==> src/rtl/pipe_skid_reg.sv <==
// Two-entry skid register: main drives out_*, skid absorbs one entry while downstream stalls.
// Latency 1 cycle in_* to out_*; in_ready is registered (~skid valid), so out_ready never reaches it combinationally.
module pipe_skid_reg #(
   parameter int DATA_W = 32,
   parameter int CTRL_W = 10
) (
   input  logic              clk,
   input  logic              rst_n,
   input  logic              flush,
   input  logic              in_valid,
   output logic              in_ready,
   input  logic [CTRL_W-1:0] in_ctrl,
   input  logic [DATA_W-1:0] in_data,
   output logic              out_valid,
   input  logic              out_ready,
   output logic [CTRL_W-1:0] out_ctrl,
   output logic [DATA_W-1:0] out_data,
   output logic [1:0]        occupancy
);

   typedef struct packed {
      logic [CTRL_W-1:0] ctrl;
      logic [DATA_W-1:0] data;
   } ent_t;

   ent_t main_q, main_d, skid_q, skid_d, in_ent;
   logic main_vld_q, main_vld_d, skid_vld_q, skid_vld_d;
   logic accept, consume, main_free;

   assign in_ent    = {in_ctrl, in_data};
   assign in_ready  = ~skid_vld_q;
   assign accept    = in_valid & ~skid_vld_q;
   assign consume   = main_vld_q & out_ready;
   assign main_free = ~main_vld_q | consume;

   assign out_valid = main_vld_q;
   assign out_ctrl  = main_q.ctrl;
   assign out_data  = main_q.data;

   always_comb begin
      main_d     = main_q;
      skid_d     = skid_q;
      main_vld_d = main_vld_q;
      skid_vld_d = skid_vld_q;
      if (flush) begin
         main_d     = '0;
         skid_d     = '0;
         main_vld_d = 1'b0;
         skid_vld_d = 1'b0;
      end else if (main_free) begin
         if (skid_vld_q) begin
            // skid full implies in_ready=0, so no accept can refill skid here
            main_d     = skid_q;
            main_vld_d = 1'b1;
            skid_vld_d = accept;
            if (accept) skid_d = in_ent;
         end else if (accept) begin
            main_d     = in_ent;
            main_vld_d = 1'b1;
         end else begin
            main_vld_d = 1'b0;
         end
      end else if (accept) begin
         skid_d     = in_ent;
         skid_vld_d = 1'b1;
      end
   end

   always_ff @(posedge clk or negedge rst_n) begin
      if (!rst_n) begin
         main_q     <= '0;
         skid_q     <= '0;
         main_vld_q <= 1'b0;
         skid_vld_q <= 1'b0;
         occupancy  <= 2'd0;
      end else begin
         main_q     <= main_d;
         skid_q     <= skid_d;
         main_vld_q <= main_vld_d;
         skid_vld_q <= skid_vld_d;
         occupancy  <= {1'b0, main_vld_d} + {1'b0, skid_vld_d};
      end
   end

endmodule

==> config.mk <==
export PLATFORM = sky130hd
export DESIGN_NAME = pipe_skid_reg
export DESIGN_NICKNAME = d
export VERILOG_FILES = /design/src/rtl/pipe_skid_reg.sv
export SDC_FILE = /design/constraint.sdc
export NUM_CORES = 1
export LEC_CHECK = 0
export CORE_MARGIN = 5
export CORE_UTILIZATION = 35
export DETAILED_ROUTE_END_ITERATION = 12
export RECOVER_POWER = 25
export SYNTH_ARGS = -nofsm -noshare
export SYNTH_HDL_FRONTEND = slang
export SYNTH_SLANG_ARGS = --single-unit
==> constraint.sdc <==
create_clock -name clk -period 4.3 [get_ports clk]
set_input_delay 0.43 -clock clk [delete_from_list [all_inputs] [get_ports clk]]
set_output_delay 0.43 -clock clk [all_outputs]
set_load 0.02 [all_outputs]
Word level (Yosys, flattened, before mapping)
Cells that the tools add are included.

cells by class
  order comparisons = 0
  shifts and indexed selects = 0
  divide/modulo/power cells = 0
  muxes and demuxes = 16
  reductions and logical operators = 3
  equal/unequal tests = 1
  multipliers = 0
  bitwise gates (word level) = 5
  add/subtract/negate cells = 1

operators with widths
  operator                                      count
  two-way mux 42 bit                            8
  two-way mux 1 bit                             8
  inequality test 3 bit, second input constant  1
  nonzero test 3 bit                            1
  adder 1 x 1 -> 2 bit                          1
  AND 1 bit                                     2
  inverter 1 bit                                2
  AND reduction 2 bit                           1
  nonzero test 2 bit                            1
  OR 1 bit                                      1

word-level totals
  word-level logic and storage cells = 33
  bits in latches = 0
  ROM bits = 0
  output and inout port bits = 46
  register bits = 88
  RAM bits = 0
  memories = 0

Depth between registers and ports, before layout
  depth in word-level cells = 7
  mapped depth = 6
  gate-level depth less buffers = 3

Worst setup path after synthesis
OpenSTA, ideal clock, no wires.

  path kind = register -> register
  from = register skid_vld_q
  to = register main_q, in the netlist out_data[11]
  library setup time = 0.125 ns
  slack = 2.672 ns
  data required time = 4.175 ns
  cell stages (with the launch flop) = 6
  clock period less this slack = 1.628 ns
  arrival time = 1.504 ns
  cell sequence = dfrtp_1 > buf_2 > or2_1 > a21oi_4 > buf_6 > mux2_2

on the way
  longest elaborated chain between the ends = 4

ends and longest elaborated chain
  element                               RTL line  text
  start, declared                       27        logic main_vld_q, main_vld_d, skid_vld_q, skid_vld_d;
  start signal, assigned                80        skid_vld_q <= skid_vld_d;
  inverter 1 bit                        32        assign accept = in_valid & ~skid_vld_q;
  AND 1 bit                             32
  nonzero test 3 bit (no source line)   n/a
  AND reduction 2 bit (no source line)  n/a
  end signal, assigned                  77        main_q <= main_d;
  end, declared                         26        ent_t main_q, main_d, skid_q, skid_d, in_ent;

Several ways; a longest one is shown, not always the timed one. The select of a mux whose other input is x is not followed.
A chain may end at the register's enable or synchronous reset.

==> flow_summary_export.csv <==
group,metric,value,unit
final_layout,area.sequential,2200,um2
final_layout,n_fill_cell,1008,
synth,synth.yosys.warnings,0,
sta,rsz0062_at_grt,"no",
routing,vias_per_cell,5.05,
placement,dpl.hpwl,5510,um
floorplanning,num_io_pins,93,
clock_network,clock_sink_count,88,
synth,ys_ff_latch,88,
setup_path,reg2reg_slack,1.81,ns
routing,wl,8910,um
setup_path,endpoint_kind,"asynchronous set/reset pin",
synth,synthCells,290,
setup_path,critPathKind,"in -> async",
routing,first_pass_iters,4,
final_layout,drive_above_1_share,16.4,%
setup_path,cp_num_buf_inv,2,
grt,overflow,0,
pwr,power_density,362,nW/um2
flow_run,cap_violations,1,
clock_network,clkTransAtPathRegs,0.08,ns
setup_path,crit_required,4.72,ns
sta,hold_viol,0,
grt,grt_util_all_layers,14.4,%
final_layout,area_growth,31.5,%
final_layout,final_common_cell,"clkdlybuf4s50_1",
sta,drv_slew,50,
floorplanning,die_h,115,um
routing,avgRoutedWirePerCell,17.2,um
synth,synth_area,3840,um2
floorplanning,rows,38,
final_layout,final_nets,421,
grt,grt_pass1_vias,2900,
outcome,status,"finished with violations",
routing,drtAntennaViolNets,0,
min_path,hp-class,"reg -> reg",
sta,slew_headroom,-73.4,%
floorplanning,die_area,13200,um2
sta,period_share,60.0,%
setup_path,crit_chain,"clkbuf_1 > buf_4",
placement,place_congestion,0.665,
outcome,violations,"capacitance limit, slew limit",
clock_network,cts_resized,0,
setup_path,crit_start,"rst_n",
grt,grt_pass1_wl,15000,um
sta,worstMarginPinSlew,2.60,ns
clock_network,numCtsBuffers,9,
sta,clock_skew,0.0101,ns
routing,drt_iter0_drc,141,
clock_network,cts_setup_buffers,0,
synth,synthDistinctLibCells,18,
sta,tns,0,ns
final_layout,layout_common_cells,"90 x clkdlybuf4s50_1, 87 x dfrtp_1, 43 x nor2_1, 42 x mux2i_1, 42 x a22o_1",
synth,synth_fp_nets,338,
clock_network,clock-root-buffer,"clkbuf_8",
placement,port_buffers,92,
sta,fin_crit,2.58,ns
floorplanning,coreArea,10800,um2
synth,seq_area_frac_synth,57.4,%
clock_network,clockBufferDepth,2,
setup_path,critPathLaunchType,"input port",
clock_network,clk_latency,0.34,ns
sta,setup_viol,0,
setup_path,worst_ep_arrival_time,3.00,ns
final_layout,diodes,0,
setup_path,crit_slowest_cell,"clkbuf_1",
setup_path,critPathMaxStageDelay,1.81,ns
floorplanning,die_width,115,um
clock_network,cts_tree,"yes",
final_layout,fin_util,46.7,%
floorplanning,initial_core_util,35.6,%
synth,avgSynthCellArea,13.2,um2
min_path,min_from,"skid_q[8]",
routing,vias,2613,
sta,fmax,387,MHz
pwr,p_leak,0.00218,uW
clock_network,postCtsHoldBufs,0,
setup_path,regToRegStartpoint,"skid_vld_q",
routing,remaining_drc_errors,0,
final_layout,multi_input_area,1510,um2
setup_path,path_max_fanout,49,
setup_path,critPathTopFamily,"buffers and inverters",
clock_network,htreeDepth,3,
grt,antenna_found_initial,0,
grt,grt_max_degree,50,
pwr,max-vdd-ir-drop,145,uV
==> registers in the layout, indices dropped and copies added (netlist names) <==
name	count
skid_q	42
out_valid	1
skid_vld_q	1
occupancy	2
out_data	32
out_ctrl	10
==> path summary, 6_finish.rpt <==
kind / endpoint / cells after the start
max in group clk: skid_q[24] / 4
hold reg to reg: skid_q[8] / 1
setup reg to reg: skid_q[24] / 4
setup / recovery: skid_vld_q / 2
hold / removal: skid_q[8] / 1
min in group asynchronous: skid_q[35] / 1
==> per-layer routing <==
metal,part of all wire (%),track usage [%],routed length [um]
met5,0,0,0
met4,1.1,3.68,100
met3,5.7,4.23,508
met2,47,22.9,4170
met1,46,19.5,4130
==> cell families (layout without fill, tap and decap cells) <==
logic type	Yosys count	in the layout	share of synthesized area, %
simple gates	49	49	5.25
buf+inv	24	111	3.62
flops	88	88	57.4
fa+ha+maj	1	1	0.326
mux	84	84	23.3
compound gates	44	44	10.1
==> power by group <==
group / internal (uW) / total, uW / switching, uW
Combinational: 155 / 302 / 148
Clock: 340 / 626 / 286
Sequential: 873 / 899 / 26.7
==> synthesized netlist by cell type, drive strengths merged <==
master	count	area, um2
ha	1	12.5
nor2b	1	6.26
nand2b	1	6.26
nor3	1	5.00
a22o	42	368
mux2i	42	420
inv	1	3.75
dfrtp	88	2200
buf	19	120
a21oi	2	21.3
clkbuf	4	15.0
and4bb	1	12.5
mux2	42	473
or2	1	6.26
nor2	44	165
==> final cells by class <==
cell class / instances / share of cell area [%]
flip-flops and latches: 88 / 43.7
multi-input cells: 178 / 30.0
repair buffers: 95 / 18.5
well taps: 140 / 3.47
clock buffers: 10 / 2.73
clock inverters: 5 / 1.61
inverters: 1 / 0.0744
==> metrics by stage <==
step                hold WS (ns)  instances  setup WS (ns)  cell area [um2]  power (uW)
finish                     0.505        517           1.72             5040        1830
global route               0.525        517           1.13             5040        1930
CTS                        0.104        517           1.76             5050        1860
detailed placement         0.489        502           1.67             4830        1220
global placement           0.487        502           1.71             4830        1220
floorplan                  0.134        290           2.67             3840        1060
No activity file was read; power rests on OpenSTA's default activity.
==> RTL change, RTL diff (same settings) <==
The parameter `DATA_W` goes from 32 to 48.
--- a/src/rtl/pipe_skid_reg.sv
+++ b/src/rtl/pipe_skid_reg.sv
@@ -1,7 +1,7 @@
 // Two-entry skid register: main drives out_*, skid absorbs one entry while downstream stalls.
 // Latency 1 cycle in_* to out_*; in_ready is registered (~skid valid), so out_ready never reaches it combinationally.
 module pipe_skid_reg #(
-   parameter int DATA_W = 32,
+   parameter int DATA_W = 48,
    parameter int CTRL_W = 10
 ) (
    input  logic              clk,
Ports: changed (resized in_data and out_data); port bits go from 93 to 125. The function was not compared with the original's and may differ.
==> RTL change against the unedited design <==
  * Power grew 62%
  * Area after synthesis grew 33%
  * Worst setup slack lost 0.042 ns
  * Non-clock buffer count grew 37
  * Sequential share of layout area shrank 0.80 points
  * The flow still finishes with violations (capacitance limit, slew limit)
  * Register-to-register slack is essentially flat
  * Clock skew shrank 0.0050 ns
  * Hold slack lost 0.0038 ns
  * Largest cell class unchanged
  * Wire length grew 60%
  * Global-route usage grew 3.0 points
  * Cell area grew 39%
  * Sequential cell count grew 32
  * Sequential power grew 37%
  * Via count grew 52%
  * Highest routed layer unchanged
==> RTL change: results (changes against the unedited design) <==
----------------------------------------------------
[Outcome]
  Result of the run ... finished with violations
  Failing checks ... capacitance limit, slew limit

[CTS]
  Root Driver ... clkbuf_16
  Number of CTS-inserted buffers ... 17 (+8)
  Clock latency on the worst-skew pair ... 0.41 ns (+0.07 ns)
  CTS clk-pin slew, worst paths ... 0.05 ns (-0.03 ns)

[Placed design]
  DP HPWL ... 8403 µm (+53%)
  Placement Setup Slack ... 1.555 ns (-0.1153 ns)
  Placed insts ... 679 (+35%)

[Power and ir drop]
  Max IR drop VDD ... 0.2108 mV (+45%)
  Static leakage power ... 2.890 nW (+32%)

[Route]
  Total vias in the final route ... 3978 (+52%)
  Per-cell routed wire length ... 20.17 µm (+17%)

[Logic synthesis]
  Syn Inst Count ... 409 (+41%)
  Net count after synthesis ... 473 (+40%)
  Share of the yosys chip area belonging to registers ... 58.77% (+1.4 points)
  Top cells by count, synth ... dfrtp_1 (120), a21oi_1 (60), a211oi_1 (58), a22o_1 (58), mux2i_1 (58)

[Setup path]
  Arrival time of data at the critical path endpoint ... 3.03 ns (+0.03 ns)
  Critical path peak fanout ... 42 (-14%)
  Longest individual stage delay on the worst path ... 1.58 ns (-0.23 ns)

[Finish]
  Count of placed standard cells in the final layout, fillers left out ... 709 (+37%)
  Number of flip-flops in the largest register ... 58 (+38%)
  Fraction of layout cells with a size suffix above 1 ... 8.000% (-8.4 points)
  Final net count ... 578 (+37%)

[STA]
  Number of slew-limit violations in the final report ... 43 (-14%)
  Clock Skew ... 0.005058 ns (-0.005002 ns)
  Max-slew headroom at the worst pin ... -50.96% (+22 points)

[Job]
  Max Cap Viol ... 1 (unchanged)

[Global routing]
  Number of global-route vias before repair ... 4103 (+41%)

----------------------------------------------------
## RTL change: through the flow
stage / utilization (%) / area [µm²] / hold slack, ns
3_5_place_dp: 44.80 / 6461 / 0.4551
2_1_floorplan: - / 5110 / 0.1344
4_1_cts: 48.66 / 7018 / 0.004104
5_1_grt: 48.61 / 7012 / 0.5185
6_report: 48.61 / 7012 / 0.5016
3_3_place_gp: 44.80 / 6461 / 0.4485
## RTL change: cell families after synthesis
| family | count (synthesis) | share of synthesized area [%] |
|---|---|---|
| compound gates | 177 | 24.51 |
| flops | 120 | 58.77 |
| mux | 58 | 11.36 |
| buf+inv | 48 | 4.408 |
| simple gates | 5 | 0.7100 |
| fa+ha+maj | 1 | 0.2448 |
## RTL change: worst paths after layout
path / endpoint / startpoint / cells past startpoint / slack, ns
max in group clk: out_data[8] / skid_vld_q / 4 / 1.81
worst max register to register: out_data[8] / skid_vld_q / 4 / 1.81
worst max-delay path: skid_q[25] / rst_n / 2 / 1.68
worst min register to register: skid_q[45] / skid_q[45] / 1 / 0.50
worst min-delay path: skid_q[45] / skid_q[45] / 1 / 0.50
min in group asynchronous: out_data[40] / rst_n / 1 / 0.69
## RTL change: metal layers
metal,part of all wire (%),routed length [µm],global-route usage (%)
met5,0,0,0
met4,1.9,266,6.715
met2,44,6231,24.68
met1,47,6763,25.35
met3,7.3,1037,4.878
## RTL change: power breakdown
group	switching (mW)	internal, mW
clock network	0.467	0.851
registers	0.0420	1.19
logic	0.225	0.191
total	0.734	2.23
## RTL change: cell type report
| cell class | instances | area (µm²) |
|---|---|---|
| Clock buffer | 28 | 546.8 |
| Clock inverter | 2 | 10.01 |
| Fill cell | 1328 | 7412 |
| Inverter | 2 | 7.507 |
| Multi-Input combinational cell | 241 | 1923 |
| Sequential cell | 120 | 3007 |
| Tap cell | 184 | 230.2 |
| Timing Repair Buffer | 132 | 1287 |
